$ cat src/rtl/interleaver_pp_sched.sv
// Ping-pong interleaver scheduler: writes coded bits into bank A/B at the
// 802.16 QPSK interleaved address, then streams the full bank out linearly
// with valid/ready backpressure. Owns all enables/addresses of both banks.
module interleaver_pp_sched #(
  parameter int BLOCK_BITS = 192,
  parameter int D          = 16,
  parameter int ADDR_W     = 8
) (
  input  logic              clk,
  input  logic              resetN,
  input  logic              data_in,
  input  logic              valid_in,
  output logic              ready_out,
  output logic              data_out,
  output logic              valid_out,
  input  logic              ready_in,
  output logic              wren_A,
  output logic              wren_B,
  output logic [ADDR_W-1:0] wraddress_A,
  output logic [ADDR_W-1:0] wraddress_B,
  output logic              wrdata_A,
  output logic              wrdata_B,
  output logic              rden_A,
  output logic              rden_B,
  output logic [ADDR_W-1:0] rdaddress_A,
  output logic [ADDR_W-1:0] rdaddress_B,
  input  logic              q_A,
  input  logic              q_B,
  output logic [1:0]        bank_full
);

  localparam int ROWS  = BLOCK_BITS / D;
  localparam int COL_W = $clog2(D);
  localparam logic [ADDR_W-1:0] LAST = ADDR_W'(BLOCK_BITS - 1);
  // mk advances by one row stride; at the end of a column it jumps back to
  // the top of the next column (180 -> 1 for the 192/16 geometry).
  localparam logic [ADDR_W-1:0] STEP = ADDR_W'(ROWS);
  localparam logic [ADDR_W-1:0] WRAP = ADDR_W'(BLOCK_BITS - ROWS - 1);
  localparam logic [ADDR_W-1:0] ONE  = ADDR_W'(1);

  logic              wr_sel_q, wr_sel_d;
  logic [ADDR_W-1:0] wr_cnt_q, wr_cnt_d;
  logic [ADDR_W-1:0] wr_addr_q, wr_addr_d;
  logic [1:0]        full_q, full_d;
  logic              rd_sel_q, rd_sel_d;
  logic [ADDR_W-1:0] rd_cnt_q, rd_cnt_d;
  logic              valid_out_q, valid_out_d;
  logic              rd_src_q, rd_src_d;

  logic wr_acc, rd_issue;

  assign ready_out = ~full_q[wr_sel_q];
  assign wr_acc    = valid_in & ready_out;
  // A bank is read only once complete, and the output register must be free
  assign rd_issue  = full_q[rd_sel_q] & (~valid_out_q | ready_in);

  // Write side: interleaved address walk, bank completion and hand-over
  always_comb begin
    wr_sel_d  = wr_sel_q;
    wr_cnt_d  = wr_cnt_q;
    wr_addr_d = wr_addr_q;
    if (wr_acc) begin
      if (wr_cnt_q == LAST) begin
        wr_sel_d  = ~wr_sel_q;
        wr_cnt_d  = '0;
        wr_addr_d = '0;
      end else begin
        wr_cnt_d = wr_cnt_q + ONE;
        if (wr_cnt_q[COL_W-1:0] == {COL_W{1'b1}})
          wr_addr_d = wr_addr_q - WRAP;
        else
          wr_addr_d = wr_addr_q + STEP;
      end
    end
  end

  // Read side: linear address walk, release of the drained bank, output valid
  always_comb begin
    rd_sel_d    = rd_sel_q;
    rd_cnt_d    = rd_cnt_q;
    rd_src_d    = rd_src_q;
    valid_out_d = valid_out_q;
    if (rd_issue) begin
      rd_src_d = rd_sel_q;
      if (rd_cnt_q == LAST) begin
        rd_sel_d = ~rd_sel_q;
        rd_cnt_d = '0;
      end else begin
        rd_cnt_d = rd_cnt_q + ONE;
      end
    end
    if (~valid_out_q | ready_in)
      valid_out_d = rd_issue;
  end

  // Full flags: set on write completion, cleared on last read issue. The
  // writer only targets an empty bank and the reader a full one, so the two
  // updates never hit the same bit in one cycle.
  always_comb begin
    full_d = full_q;
    if (wr_acc && wr_cnt_q == LAST)
      full_d[wr_sel_q] = 1'b1;
    if (rd_issue && rd_cnt_q == LAST)
      full_d[rd_sel_q] = 1'b0;
  end

  // State registers with synchronous active-low reset
  always_ff @(posedge clk) begin
    if (!resetN) begin
      wr_sel_q    <= 1'b0;
      wr_cnt_q    <= '0;
      wr_addr_q   <= '0;
      full_q      <= '0;
      rd_sel_q    <= 1'b0;
      rd_cnt_q    <= '0;
      valid_out_q <= 1'b0;
      rd_src_q    <= 1'b0;
    end else begin
      wr_sel_q    <= wr_sel_d;
      wr_cnt_q    <= wr_cnt_d;
      wr_addr_q   <= wr_addr_d;
      full_q      <= full_d;
      rd_sel_q    <= rd_sel_d;
      rd_cnt_q    <= rd_cnt_d;
      valid_out_q <= valid_out_d;
      rd_src_q    <= rd_src_d;
    end
  end

  // Bank ports: idle bank addresses are parked at 0
  always_comb begin
    wren_A      = wr_acc & ~wr_sel_q;
    wren_B      = wr_acc &  wr_sel_q;
    wraddress_A = wren_A ? wr_addr_q : '0;
    wraddress_B = wren_B ? wr_addr_q : '0;
    wrdata_A    = data_in;
    wrdata_B    = data_in;
    rden_A      = rd_issue & ~rd_sel_q;
    rden_B      = rd_issue &  rd_sel_q;
    rdaddress_A = rden_A ? rd_cnt_q : '0;
    rdaddress_B = rden_B ? rd_cnt_q : '0;
  end

  assign valid_out = valid_out_q;
  // q holds while rden is low, so the mux alone keeps data_out stable
  assign data_out  = rd_src_q ? q_B : q_A;
  assign bank_full = full_q;

endmodule

$ cat config.mk
export PLATFORM = sky130hd
export DESIGN_NAME = interleaver_pp_sched
export DESIGN_NICKNAME = d
export VERILOG_FILES = /design/src/rtl/interleaver_pp_sched.sv
export SDC_FILE = /design/constraint.sdc
export NUM_CORES = 1
export LEC_CHECK = 0
export CORE_ASPECT_RATIO = 0.6
export CORE_MARGIN = 10
export CORE_UTILIZATION = 43
export CTS_CLUSTER_SIZE = 24
export DETAILED_ROUTE_END_ITERATION = 16
export GPL_ROUTABILITY_DRIVEN = 1
export GPL_TIMING_DRIVEN = 0
export PLACE_DENSITY_LB_ADDON = 0.1
export RECOVER_POWER = 25
export SLEW_MARGIN = 20
export SYNTH_ARGS = -nofsm -noshare
export SYNTH_HDL_FRONTEND = slang
export SYNTH_SLANG_ARGS = --single-unit
$ cat constraint.sdc
create_clock -name clk -period 3.34 [get_ports clk]
set_input_delay 0.501 -clock clk [delete_from_list [all_inputs] [get_ports clk]]
set_output_delay 0.501 -clock clk [all_outputs]
set_load 0.03 [all_outputs]
# --- Yosys cells after proc, flatten, opt, wreduce, memory -nomap -nowiden ---
# Index checks and enable logic that the tools add are counted.
classes:
  n_addsub: 4
  order_cmp: 4
  eq_ne: 3
  mux: 19
  bitwise: 14
  reduce_logical: 6
op_table:
  columns: ["cell", "n"]
  rows:
  - ["$mux W8", 8]
  - ["$add A8 B1 Y8 const B", 2]
  - ["$eq A8 B8 Y1 const B", 2]
  - ["$add A8 B4 Y8 const B", 1]
  - ["$sub A8 B8 Y8 const B", 1]
  - ["$mux W1", 7]
  - ["$and A1 B1 Y1", 6]
  - ["$eq A4 B4 Y1 const B", 1]
  - ["$logic_and A1 B1 Y1", 4]
  - ["$lt A1 B2 Y1 const B", 2]
  - ["$mux W2", 2]
  - ["$not A1 Y1", 4]
  - ["$reduce_and A2 Y1", 2]
  - ["$and A2 B2 Y2", 1]
  - ["$demux W1 S1", 2]
  - ["$ge A1 B1 Y1 const B", 2]
  - ["$not A2 Y2", 1]
  - ["$or A2 B2 Y2", 1]
  - ["$or A1 B1 Y1", 1]
word_totals:
  register_bits: 30
  inputBits: 7
  out_inout_bits: 43
  word_cells: 58

# --- Depth between registers and ports, before layout ---
depth:
  word_depth: 8
  depth_mapped: 7
  mapped_depth_nobuf: 7

# --- Least setup slack after synthesis ---
# Ideal clock, no wire load.
synth_timing:
  path_type: "input to output"
  start: "input port valid_in"
  end: "output port wraddress_A[0]"
  arrival_ns: 1.922
  required_ns: 2.839
  path_slack_ns: 0.917
  stages: 2
  path_buffers: 0
  cell_sequence: "nor3b_1 -> and2_1"
synth_between:
  elab_chain_len: 3
synth_lines:
  columns: ["element", "line", "text"]
  rows:
  - ["from (decl)", "12", "input logic valid_in,"]
  - ["$and A1 B1 Y1", "53", "assign wr_acc = valid_in & ready_out;"]
  - ["$and A1 B1 Y1", "132", "wren_A = wr_acc & ~wr_sel_q;"]
  - ["$mux W8", "134", "wraddress_A = wren_A ? wr_addr_q : '0;"]
  - ["to (decl)", "19", "output logic [ADDR_W-1:0] wraddress_A,"]
# No other way between the ends.

# --- Worst setup path in the final report ---
layout_timing:
  start: "input port ready_in"
  end: "output port rdaddress_A[3]"
layout_between:
  elab_chain_len: 4
layout_lines:
  columns: ["element", "line", "text"]
  rows:
  - ["from (decl)", "16", "input logic ready_in,"]
  - ["$or A1 B1 Y1", "55", "assign rd_issue = full_q[rd_sel_q] & (~valid_out_q | ready_in);"]
  - ["$and A1 B1 Y1", "55", null]
  - ["$and A1 B1 Y1", "138", "rden_A = rd_issue & ~rd_sel_q;"]
  - ["$mux W8", "140", "rdaddress_A = rden_A ? rd_cnt_q : '0;"]
  - ["to (decl)", "25", "output logic [ADDR_W-1:0] rdaddress_A,"]
# No other way between the ends.

==> impl_metrics.json <==
{
  "timing.final.crit_share_pct": 92.9,
  "power_uw": 802,
  "io_buffers": 48,
  "cp_cell_sequence": "dlygate4sd3_1 > nand2b_1 > and3_1 > clkbuf_1 > and2_1 > clkdlybuf4s50_1",
  "io_pins": 50,
  "hold_violations": 0,
  "clock_tree.root_cell": "clkbuf_8",
  "ys_seq_area_share_pct": 35.8,
  "clkLatencyLatePin_ns": 0.28,
  "endpoint_kind": "output pin",
  "crit_path_max_fanout": 10,
  "dieArea_sq_um": 6880,
  "cp-start-kind": "input port",
  "cts_buffers": 5,
  "nets": 266,
  "cts.clk_slew.worst_paths_ns": 0.06,
  "status": "complete, no violations",
  "use_met1_pct": 19.9,
  "die_h_microns": 68.4,
  "hpwl_mm": 3.37,
  "avgSynthCellArea_sq_um": 8.38,
  "drt_iter0_markers": 80,
  "use_met3_pct": 5.83,
  "ys_warn_count": 0,
  "syn_area_sq_um": 1680,
  "area_growth_pct": 37.2,
  "fin_util_pct": 62.2,
  "cp_num_buf_inv": 3,
  "antenna_found_initial": 0,
  "drt_wl_total_mm": 4.32,
  "drive_above_1_share_pct": 7.81,
  "wl_per_cell_microns": 14.2,
  "p_leak_nw": 0.858,
  "finalSetupViolCount": 0,
  "synth-seq-cells": 30,
  "syn_nets": 211,
  "hp-class": "reg -> reg",
  "clockBufferDepth": 2,
  "vdd_drop_max_uv": 163,
  "top_usage_layer": "met1",
  "rsz0062_at_grt": "false",
  "slew_headroom_pct": 19.0,
  "fmax_mhz": 322,
  "synthDistinctLibCells": 39,
  "critPathArrivalTime_ns": 2.60,
  "avgViaCountPerCell": 4.95,
  "maxCapViolCount": 0,
  "cts.htree.levels": 2,
  "core_sq_um": 3700,
  "antenna_cells": 0,
  "ant_nets": 0,
  "p_per_area_nw_per_um2": 349,
  "worst-setup-path-type": "in -> out",
  "track_usage_pct": 13.8,
  "grt_max_degree": 11,
  "grtUsageMet2_pct": 17.7,
  "holdBufCountCts": 0,
  "num_vias": 1500,
  "worst_hold_slack_ns": 0.478,
  "n_fill_cell": 338,
  "fin_worst_skew_ns": 0.00194,
  "clkSinkCount": 30,
  "gr-total-overflow": 0,
  "cts_tree": "built",
  "grt_pass1_vias": 1500,
  "post-route-min-period_ns": 3.10,
  "tightest_slew_ns": 1.20,
  "drc": 0,
  "required_ns": 2.84,
  "synthCells": 200,
  "crit_slowest_cell": "clkdlybuf4s50_1",
  "initial_core_util_pct": 45.3,
  "cpPeakStageDelay_ns": 0.68,
  "drt_pass1_iterations": 4,
  "gp_congestion": 0.886,
  "crit_family": "buffers and inverters",
  "grt_pass1_wl_mm": 7.67,
  "multi_input_area_sq_um": 980,
  "tns_ns": 0,
  "row_count": 17,
  "regArea_sq_um": 601,
  "die_x_microns": 101,
  "slew_violations": 0
}
==> report_power, final <==
part	switching [mW]	total, mW	internal [mW]
combinational	0.0431	0.0794	0.0362
sequential	0.00981	0.375	0.365
clock	0.140	0.348	0.208
==> timing repair <==
action,CTS,global route
setup buffers,0,0
endpoints found under the setup margin,0,8
resized for setup,0,1
==> stage by stage <==
stage	area [sq um]	setup slack (ns)	cells
after floorplan	1680	0.917	200
after detailed placement	2220	0.101	295
final	2300	0.238	303
after CTS	2330	0.0937	303
after global placement	2220	0.120	295
after global routing	2300	0.0865	303
==> cell type report <==
class | instances | share of cell area, %
plain buffers | 8 | 2.28
clock buffers | 8 | 4.79
inverters | 5 | 0.816
multi-input cells | 157 | 42.6
flip-flops and latches | 30 | 26.1
well taps | 47 | 2.56
repair buffers | 48 | 20.9
==> worst paths after layout <==
path | depth (start not counted) | slack [ns] | endpoint | from
max | 6 | 0.24 | rdaddress_A[3] | ready_in
min | 2 | 0.48 | wr_cnt_q[1] | wr_cnt_q[1]
max reg2reg | 7 | 1.05 | wr_addr_q[2] | wr_cnt_q[0]
min reg2reg | 2 | 0.48 | wr_cnt_q[1] | wr_cnt_q[1]
==> cell usage after synthesis (all sizes together) <==
library cell	number	area (sq um)
nor2	26	100
a31oi	2	12.5
nor3b	2	20.0
a21oi	9	45.0
dfxtp	30	601
clkbuf	4	15.0
a21boi	1	7.51
or2	1	6.26
nor4b	1	23.8
nor3	3	15.0
a211oi	3	22.5
xor2	13	114
nor2b	1	6.26
mux2i	2	23.8
and2	33	208
nor4	1	6.26
inv	5	18.8
ha	4	50.1
nand2b	3	18.8
and3	6	37.5
mux2	1	11.3
o21ai	3	15.0
o211ai	1	7.51
a311o	1	10.0
xnor2	8	70.1
nand2	16	65.1
nand4	3	18.8
or3	1	6.26
o31ai	1	21.3
buf	4	37.5
nand3	9	45.0
o41ai	1	8.76
nand4b	1	8.76
==> logic make-up after synthesis <==
family	after synthesis	synth area share, %
muxes	3	2.09
and+or+nand+nor	107	34.9
xor gates and xnor gates	21	11.0
buffers and inverters	13	4.25
DFF	30	35.8
AOI/OAI and AO/OA	22	8.95
adders and majority gates	4	2.99
==> worst min-delay path, delay by kind of cell, from the launching register on <==
| family | cells | cell delay (ns) |
|---|---|---|
| compound gates | 1 | 0.05 |
| simple gates | 1 | 0.06 |
| flops | 1 | 0.32 |
==> registers in the layout, indices dropped and copies added, names as in the netlist <==
signal	cells
bank_full	2
valid_out	1
wr_sel_q	1
rd_sel_q	1
wr_cnt_q	8
rd_cnt_q	8
wr_addr_q	8
rd_src_q	1
==> cells in the final DEF, fill, tap and decap left out, drive strengths merged, types with 2 or more instances in the layout <==
cell type and n:
inv 5, nor3b 2, nor2 26, xnor2 8
nand2 16, dfxtp 30, nor3 3, clkbuf 12
xor2 13, nand2b 3, a31oi 2, a21oi 9
buf 4, and2 33, and3 6, clkdlybuf4s50 44
o21ai 3, dlygate4sd3 4, ha 4, nand3 9
a211oi 3, mux2i 2, nand4 3
==> layer usage <==
metal | part of all wire [%] | vias up | routed length, microns
li1 | - | 786 | -
met1 | 55 | 677 | 2390
met2 | 36 | 31 | 1570
met3 | 7.2 | 6 | 310
met4 | 0.93 | 0 | 40
met5 | 0 | - | 0
Power figures use the tool's default switching activity.
